==> src/rtl/parity_pkg.sv <==
// Shared definitions for the parity frame sequencer: state encoding and parity helper.
// PARITY_STOP_BIT_EN adds the STOP state encoding.
package parity_pkg;

    localparam int unsigned ST_W = 2;

    localparam logic [ST_W-1:0] ST_IDLE   = 2'd0;
    localparam logic [ST_W-1:0] ST_DATA   = 2'd1;
    localparam logic [ST_W-1:0] ST_PARITY = 2'd2;
`ifdef PARITY_STOP_BIT_EN
    localparam logic [ST_W-1:0] ST_STOP   = 2'd3;
`endif

    typedef enum logic [ST_W-1:0] {
        StIdle   = ST_IDLE,
        StData   = ST_DATA,
`ifdef PARITY_STOP_BIT_EN
        StParity = ST_PARITY,
        StStop   = ST_STOP
`else
        StParity = ST_PARITY
`endif
    } state_e;

    // Zero-padding the word to 32 bits does not change its XOR reduction.
    function automatic logic parity_of(input logic [31:0] data, input logic odd);
        return (^data) ^ odd;
    endfunction

endpackage

==> src/rtl/parity_calc.sv <==
// Combinational parity generator: reduction XOR of the word, inverted for odd parity.
module parity_calc
    import parity_pkg::*;
#(
    parameter int unsigned DATA_W = 8,
    parameter bit          ODD    = 1'b1
) (
    input  logic [DATA_W-1:0] data,
    output logic              parity
);

    assign parity = parity_of(32'(data), ODD);

endmodule

==> src/rtl/parity_frame_sequencer.sv <==
// Serializes a handshaked word LSB-first and appends its parity bit.
// Build option PARITY_STOP_BIT_EN appends a stop bit (1) after the parity bit.
module parity_frame_sequencer
    import parity_pkg::*;
#(
    parameter int unsigned DATA_W = 8,
    parameter bit          ODD    = 1'b1
) (
    input  logic              clk,
    input  logic              rst,
    input  logic [DATA_W-1:0] in_data,
    input  logic              in_valid,
    output logic              in_ready,
    input  logic              tx_en,
    output logic              ser_out,
    output logic              ser_valid,
    output logic              frame_start,
    output logic              frame_end,
    output logic              busy,
    output logic              parity_out
);

    localparam int unsigned     CNT_W    = $clog2(DATA_W);
    localparam logic [CNT_W-1:0] CNT_LAST = CNT_W'(DATA_W - 1);

    state_e            state_q, state_d;
    logic [DATA_W-1:0] shift_q, shift_d;
    logic [CNT_W-1:0]  cnt_q, cnt_d;
    logic              parity_q, parity_d;
    logic              calc_parity;

    parity_calc #(
        .DATA_W (DATA_W),
        .ODD    (ODD)
    ) u_parity_calc (
        .data   (in_data),
        .parity (calc_parity)
    );

    always_ff @(posedge clk) begin
        if (rst) begin
            state_q  <= StIdle;
            shift_q  <= '0;
            cnt_q    <= '0;
            parity_q <= 1'b0;
        end else begin
            state_q  <= state_d;
            shift_q  <= shift_d;
            cnt_q    <= cnt_d;
            parity_q <= parity_d;
        end
    end

    always_comb begin
        state_d  = state_q;
        shift_d  = shift_q;
        cnt_d    = cnt_q;
        parity_d = parity_q;
        case (state_q)
            StIdle: begin
                if (in_valid) begin
                    shift_d  = in_data;
                    parity_d = calc_parity;
                    cnt_d    = '0;
                    state_d  = StData;
                end
            end
            StData: begin
                if (tx_en) begin
                    shift_d = shift_q >> 1;
                    // Counter parks on the last index rather than wrapping.
                    if (cnt_q == CNT_LAST) begin
                        state_d = StParity;
                    end else begin
                        cnt_d = cnt_q + CNT_W'(1);
                    end
                end
            end
            StParity: begin
                if (tx_en) begin
`ifdef PARITY_STOP_BIT_EN
                    state_d = StStop;
`else
                    state_d = StIdle;
`endif
                end
            end
`ifdef PARITY_STOP_BIT_EN
            StStop: begin
                if (tx_en) begin
                    state_d = StIdle;
                end
            end
`endif
            default: state_d = StIdle;
        endcase
    end

    // Outputs decode registered state only; tx_en merely gates the strobes.
    always_comb begin
        in_ready    = 1'b0;
        busy        = 1'b1;
        ser_out     = 1'b0;
        ser_valid   = 1'b0;
        frame_start = 1'b0;
        frame_end   = 1'b0;
        case (state_q)
            StIdle: begin
                in_ready = 1'b1;
                busy     = 1'b0;
            end
            StData: begin
                ser_out     = shift_q[0];
                ser_valid   = tx_en;
                frame_start = tx_en && (cnt_q == '0);
            end
            StParity: begin
                ser_out   = parity_q;
                ser_valid = tx_en;
`ifndef PARITY_STOP_BIT_EN
                frame_end = tx_en;
`endif
            end
`ifdef PARITY_STOP_BIT_EN
            StStop: begin
                ser_out   = 1'b1;
                ser_valid = tx_en;
                frame_end = tx_en;
            end
`endif
            default: begin
                in_ready = 1'b0;
                busy     = 1'b0;
            end
        endcase
    end

    assign parity_out = parity_q;

endmodule

==> config.mk <==
export PLATFORM = sky130hd
export DESIGN_NAME = parity_frame_sequencer
export DESIGN_NICKNAME = d
export VERILOG_FILES = /design/src/rtl/parity_pkg.sv /design/src/rtl/parity_calc.sv /design/src/rtl/parity_frame_sequencer.sv
export SDC_FILE = /design/constraint.sdc
export NUM_CORES = 1
export LEC_CHECK = 0
export BUFFER_PORTS_ARGS = -buffer_cell sky130_fd_sc_hd__buf_2
export CORE_MARGIN = 2
export CORE_UTILIZATION = 50
export DETAILED_ROUTE_END_ITERATION = 8
export PLACE_DENSITY_LB_ADDON = 0.08
export REMOVE_ABC_BUFFERS = 1
export SLEW_MARGIN = 20
export SYNTH_ARGS = -nofsm -noshare
export SYNTH_HDL_FRONTEND = slang
export SYNTH_HIERARCHICAL = 1
export SYNTH_SLANG_ARGS = --single-unit
==> constraint.sdc <==
create_clock -name clk -period 3.9 [get_ports clk]
set_input_delay 0.39 -clock clk [delete_from_list [all_inputs] [get_ports clk]]
set_output_delay 0.39 -clock clk [all_outputs]
set_load 0.02 [all_outputs]
# After elaboration in Yosys (flattened, before gate mapping)
# Cells that the tools add are included.
dict set report word_totals {
  regBits 14
  inputBits 12
  out_inout_bits 7
  wordCells 42
}
dict set report op_classes {
  addsub 1
  eq_ne 8
  mux 18
  n_bitwise 1
  reduce_logical 10
}
# cell n
set op_table {}
lappend op_table {{32-bit parity} 1}
lappend op_table {{8-bit two-way mux} 2}
lappend op_table {{8-bit one-hot mux with 2 select lines} 1}
lappend op_table {{2-bit != test (second input constant)} 5}
lappend op_table {{3-bit two-way mux} 3}
lappend op_table {{2-bit two-way mux} 4}
lappend op_table {{4-bit AND reduction} 2}
lappend op_table {{2-bit one-hot mux with 3 select lines} 1}
lappend op_table {{3-bit one-hot mux with 2 select lines} 1}
lappend op_table {{1-bit two-way mux} 5}
lappend op_table {{3-bit by 1-bit adder with 3-bit output (second input constant)} 1}
lappend op_table {{3-bit == test (second input constant)} 1}
lappend op_table {{3-bit zero test} 1}
lappend op_table {{3-bit AND reduction} 1}
lappend op_table {{2-bit by 1-bit == test with 1-bit output (second input constant)} 1}
lappend op_table {{2-bit == test (second input constant)} 1}
lappend op_table {{2-bit zero test} 1}
lappend op_table {{1-bit one-hot mux with 2 select lines} 1}
lappend op_table {{2-bit AND reduction} 1}
lappend op_table {{2-bit nonzero test} 1}
lappend op_table {{2-bit OR reduction} 1}
lappend op_table {{1-bit logical AND} 1}
lappend op_table {{1-bit inverter} 1}

# Longest topological paths before layout
dict set report depth {
  word_depth 4
  ltp_mapped 7
  mapped_depth_nobuf 5
}

# Modules after synthesis
# The synthesis kept the hierarchy.
# module instances cells_each area_each_um2 seq_area_each_um2
set modules_own_cells {}
lappend modules_own_cells {parity_frame_sequencer 1 89 855.8 280.3}
lappend modules_own_cells {parity_calc 1 7 61.3 0.0}

# Worst setup path before layout
# No wires, ideal clock.
dict set report synth_timing {
  kind {flip-flop to flip-flop}
  startpoint {register state_q[0]}
  endpoint {register shift_q[0]}
  setup_ns 0.080
  t_arrival_ns 1.529
  required_time_ns 3.820
  setup_slack_ns 2.290
  path_stages_with_launch 7
  n_path_buf 1
  period_less_slack_ns 1.610
  cell_sequence {dfxtp_1 > inv_1 > ha_1 > mux2_4 > and2_4 > buf_6 > a211oi_2}
}
dict set report synth_via {
  elab_chain_cells 3
  word_cells_on_any_way 7
  classes_between {eq/ne (3); mux (1); reduce/logical (3)}
}
# item line
set synth_rtl {}
lappend synth_rtl {{start, declared} parity_frame_sequencer.sv:26} ;# state_e state_q, state_d;
lappend synth_rtl {{start signal, assigned} parity_frame_sequencer.sv:42} ;# state_q <= StIdle;
lappend synth_rtl {{start signal, assigned} parity_frame_sequencer.sv:47} ;# state_q <= state_d;
lappend synth_rtl {{2-bit by 1-bit == test with 1-bit output or 2-bit zero test (tied branches)} parity_frame_sequencer.sv:59} ;# case (state_q)
lappend synth_rtl {{2-bit != test (no source line) or 2-bit nonzero test (tied branches)} -}
lappend synth_rtl {{3-bit AND reduction (no source line)} -}
lappend synth_rtl {{end signal, assigned} parity_frame_sequencer.sv:48} ;# shift_q <= shift_d;
lappend synth_rtl {{end, declared} parity_frame_sequencer.sv:27} ;# logic [DATA_W-1:0] shift_q, shift_d;
# Several ways; a longest one is shown, not always the timed one.
# A chain may end at the register's enable or synchronous reset.

# Worst setup path after layout
dict set report layout_timing {
  startpoint {register state_q[1]}
  endpoint {output port frame_start}
}
dict set report layout_via {
  elab_chain_cells 2
}
# item line
set layout_rtl {}
lappend layout_rtl {{2-bit by 1-bit == test with 1-bit output} parity_frame_sequencer.sv:107} ;# case (state_q)
lappend layout_rtl {{1-bit two-way mux} parity_frame_sequencer.sv:107}
lappend layout_rtl {{end, declared} parity_frame_sequencer.sv:17} ;# output logic frame_start,
# No other way between the ends.

==> impl_metrics.prom <==
# TYPE chip_impl_metric gauge
chip_impl_metric{name="clock_skew",unit="ns"} 0.000691
chip_impl_metric{name="maxCapViolCount",unit=""} 0
chip_impl_metric{name="synthesized_instance_count",unit=""} 96
chip_impl_metric{name="clock_sink_count",unit=""} 14
chip_impl_metric{name="die-height",unit="µm"} 46.8
chip_impl_info{name="commonest_non_fill_non_tap_cell_in_the_layout",value="sky130_fd_sc_hd__buf_2"} 1
chip_impl_info{name="synth_largest_area_cell",value="sky130_fd_sc_hd__dfxtp_1"} 1
chip_impl_metric{name="syn_area_per_cell",unit="µm²"} 9.55
chip_impl_metric{name="worst-r2r-setup-slack",unit="ns"} 2.00
chip_impl_metric{name="grt_antenna_before_repair",unit=""} 0
chip_impl_metric{name="first_global_vias",unit=""} 577
chip_impl_metric{name="multi_input_area",unit="µm²"} 578
chip_impl_metric{name="power.ir.vdd_worst",unit="µV"} 232
chip_impl_metric{name="die_outline_area",unit="µm²"} 2190
chip_impl_info{name="setup_repair_after_global_routing_missed_its_margin",value="no"} 1
chip_impl_metric{name="layout-drive-gt1-share",unit="%"} 27.7
chip_impl_metric{name="dp_hpwl",unit="mm"} 1.23
chip_impl_metric{name="slew_headroom",unit="%"} 53.8
chip_impl_metric{name="post_synth_num_cell_types",unit=""} 26
chip_impl_metric{name="initial_core_util",unit="%"} 53.1
chip_impl_metric{name="place.gp.congestion",unit=""} 0.740
chip_impl_metric{name="cts_repair_resize_count",unit=""} 0
chip_impl_info{name="worst_r2r_endpoint",value="shift_q[5]"} 1
chip_impl_metric{name="clk_transition_reported_paths",unit="ns"} 0.08
chip_impl_metric{name="fin_cells",unit=""} 137
chip_impl_metric{name="timing.critical_path.arrival",unit="ns"} 1.76
chip_impl_metric{name="clock_insertion_delay_worst_skew",unit="ns"} 0.27
chip_impl_metric{name="maximum_number_of_pins_on_one_net_before_global_route_repair",unit=""} 16
chip_impl_metric{name="port-buffer-count",unit=""} 18
chip_impl_metric{name="netlist.area_leader.share",unit="%"} 30.6
chip_impl_metric{name="report.final.setup_viol",unit=""} 0
chip_impl_info{name="synth_area_leaders",value="sky130_fd_sc_hd__dfxtp_1 31%, sky130_fd_sc_hd__a211oi_2 11%, sky130_fd_sc_hd__mux2i_1 11%"} 1
chip_impl_info{name="hold_start",value="in_valid"} 1
chip_impl_metric{name="cp_data_required_time",unit="ns"} 3.51
chip_impl_metric{name="totalPowerFinal",unit="W"} 0.000381
chip_impl_metric{name="numPlacedInstances",unit=""} 134
chip_impl_metric{name="post_drt_via_cell_ratio",unit=""} 5.23
chip_impl_info{name="clk_root_buf",value="sky130_fd_sc_hd__clkbuf_4"} 1
chip_impl_metric{name="synth_sequential_area_ratio",unit="%"} 30.6
chip_impl_metric{name="sum_of_overflow_across_all_layers_after_global_routing",unit=""} 0
chip_impl_metric{name="max-clock-path-buffers",unit=""} 2
chip_impl_info{name="status",value="finished clean"} 1
chip_impl_metric{name="slew_viol_final",unit=""} 0
chip_impl_metric{name="num-fill-cells",unit=""} 168
chip_impl_metric{name="drt_first_pass_iters",unit=""} 4
chip_impl_metric{name="fin_setup_tns",unit="ns"} 0
chip_impl_metric{name="yosysWarningCount",unit=""} 6
chip_impl_metric{name="area.sequential",unit="µm²"} 280
chip_impl_metric{name="num-nets-final",unit=""} 133
chip_impl_metric{name="critical_path_peak_fanout",unit=""} 15
chip_impl_info{name="endpoint_kind",value="output pin"} 1
chip_impl_metric{name="reg2regPathDepth",unit=""} 5
chip_impl_metric{name="detail_route.wirelength",unit="mm"} 1.60
chip_impl_metric{name="drc_errors",unit=""} 0
chip_impl_metric{name="report.final.hold_viol_count",unit=""} 0
chip_impl_metric{name="min_path_cells",unit=""} 3
chip_impl_metric{name="post_synth_instance_area",unit="µm²"} 917
chip_impl_metric{name="p_per_area",unit="nW/µm²"} 372
chip_impl_metric{name="ctsHtreeMaxLevel",unit=""} 1
chip_impl_metric{name="antenna_cells_inserted",unit=""} 0
chip_impl_metric{name="cellLeakagePower",unit="nW"} 0.426
chip_impl_metric{name="core.rowCount",unit=""} 15
chip_impl_metric{name="via_count",unit=""} 716
chip_impl_info{name="timing_worst_setup_path_type",value="reg -> out"} 1
chip_impl_metric{name="timing.final.crit_share",unit="%"} 55.0
chip_impl_metric{name="detail_route.iter0.violations",unit=""} 8
chip_impl_info{name="tritoncts",value="done"} 1
chip_impl_metric{name="cts-buffers-inserted",unit=""} 3
chip_impl_metric{name="clock.fmax",unit="GHz"} 0.466
chip_impl_info{name="timing.hold.worst.class",value="in -> reg"} 1
chip_impl_metric{name="floorplan.core_area",unit="µm²"} 1730
chip_impl_metric{name="post-route-min-period",unit="ns"} 2.15
chip_impl_metric{name="post-cts-setup-buffers",unit=""} 0
chip_impl_metric{name="post-route-worst-setup-slack",unit="ns"} 1.75
chip_impl_metric{name="drt-wirelength-per-cell",unit="µm"} 11.7
chip_impl_metric{name="grt_first_pass_wirelength",unit="mm"} 2.55
chip_impl_metric{name="synth_to_layout_area_growth",unit="%"} 11.7
chip_impl_info{name="layout.cells.most_common_list",value="18 x sky130_fd_sc_hd__buf_2, 14 x sky130_fd_sc_hd__dfxtp_1, 10 x sky130_fd_sc_hd__mux2i_1, 8 x sky130_fd_sc_hd__a21oi_1, 8 x sky130_fd_sc_hd__a211oi_2"} 1
chip_impl_info{name="min_to",value="parity_out"} 1
chip_impl_info{name="r2r_start",value="state_q[1]"} 1
chip_impl_metric{name="ioPinCount",unit=""} 19
chip_impl_metric{name="synth-seq-cells",unit=""} 14
chip_impl_metric{name="global_routing_usage_summed_across_all_routing_layers",unit="%"} 16.7
chip_impl_metric{name="postCtsHoldBufs",unit=""} 0
chip_impl_metric{name="detail-route-antenna-nets",unit=""} 0
chip_impl_metric{name="tightest_slew",unit="ns"} 0.693
chip_impl_metric{name="die_width",unit="µm"} 46.8
chip_impl_info{name="timing.critical_path.from_type",value="flop"} 1
chip_impl_metric{name="place_worst_setup_slack",unit="ns"} 2.01
-- worst max-delay path by stage --
| stage | cells after the start | startpoint | slack [ns] | end |
|---|---|---|---|---|
| detailed placement | 5 | state_q[1] | 2.01 | shift_q[6] |
| finish | 4 | state_q[1] | 1.75 | frame_start |
| CTS | 4 | state_q[1] | 1.73 | frame_start |
| global placement | 5 | state_q[1] | 2.03 | shift_q[0] |
| global route | 4 | state_q[1] | 1.56 | frame_start |
| floorplan | 5 | state_q[1] | 2.19 | shift_q[0] |
-- registers in the layout, indices dropped and copies added (netlist names) --
name / flops
shift_q: 8
cnt_q: 3
state_q: 2
parity_out: 1
-- worst max-delay path, cell delays in order (launching register included) --
cell and delay, ns:
sky130_fd_sc_hd__dfxtp_1 0.32, sky130_fd_sc_hd__inv_1 0.10, sky130_fd_sc_hd__ha_1 0.62, sky130_fd_sc_hd__and4b_1 0.29
sky130_fd_sc_hd__buf_2 0.16
-- routing by layer --
layer,vias up,wire length (µm),global-route usage (%)
li1,370,-,-
met1,329,842,24.6
met2,15,682,22.7
met3,2,65,3.46
met4,0,13,8.33
met5,-,0,0
-- final cells by class --
type	instances	area share, %
inverter	6	2.20
timing repair buffer	18	8.79
tap	25	3.05
multi-input combinational	71	56.4
sequential	14	27.4
clock buffer	3	2.20
-- synthesized netlist by cell type (all sizes together) --
library cell	instances
nor2b	2
mux2	1
o21bai	1
buf	5
nand2b	3
o21ai	1
a21oi	8
nand2	6
a22oi	1
nor2	2
dfxtp	14
a221oi	1
a31oi	1
a311oi	1
nor3b	1
nand3	6
a211oi	8
and2	3
inv	6
ha	7
mux2i	10
and4b	1
xnor2	7
-- logic make-up (layout without fill, tap and decap cells) --
kind of cell / count (synthesis) / count (layout) / synth area share (%)
adders and majority gates: 7 / 7 / 9.55
and+or+nand+nor: 24 / 24 / 14.2
buffers and inverters: 11 / 27 / 6.41
DFF: 14 / 14 / 30.6
AOI/OAI and AO/OA: 22 / 22 / 20.1
muxes: 11 / 11 / 12.6
xor gates and xnor gates: 7 / 7 / 6.68
-- stage by stage --
step	hold WS, ns	instance area (µm²)	util [%]
global route	0.419	1020	59.3
floorplan	0.428	881	-
CTS	0.412	1020	59.3
global placement	0.451	1000	58.0
detailed placement	0.443	1000	58.0
finish	0.423	1020	59.3
-- where the power goes --
| part | switching (W) | internal [W] |
|---|---|---|
| registers | 0.00000960 | 0.000160 |
| clock network | 0.0000431 | 0.0000357 |
| logic | 0.0000744 | 0.0000590 |
| total | 0.000127 | 0.000254 |
Power figures use the tool's default switching activity.
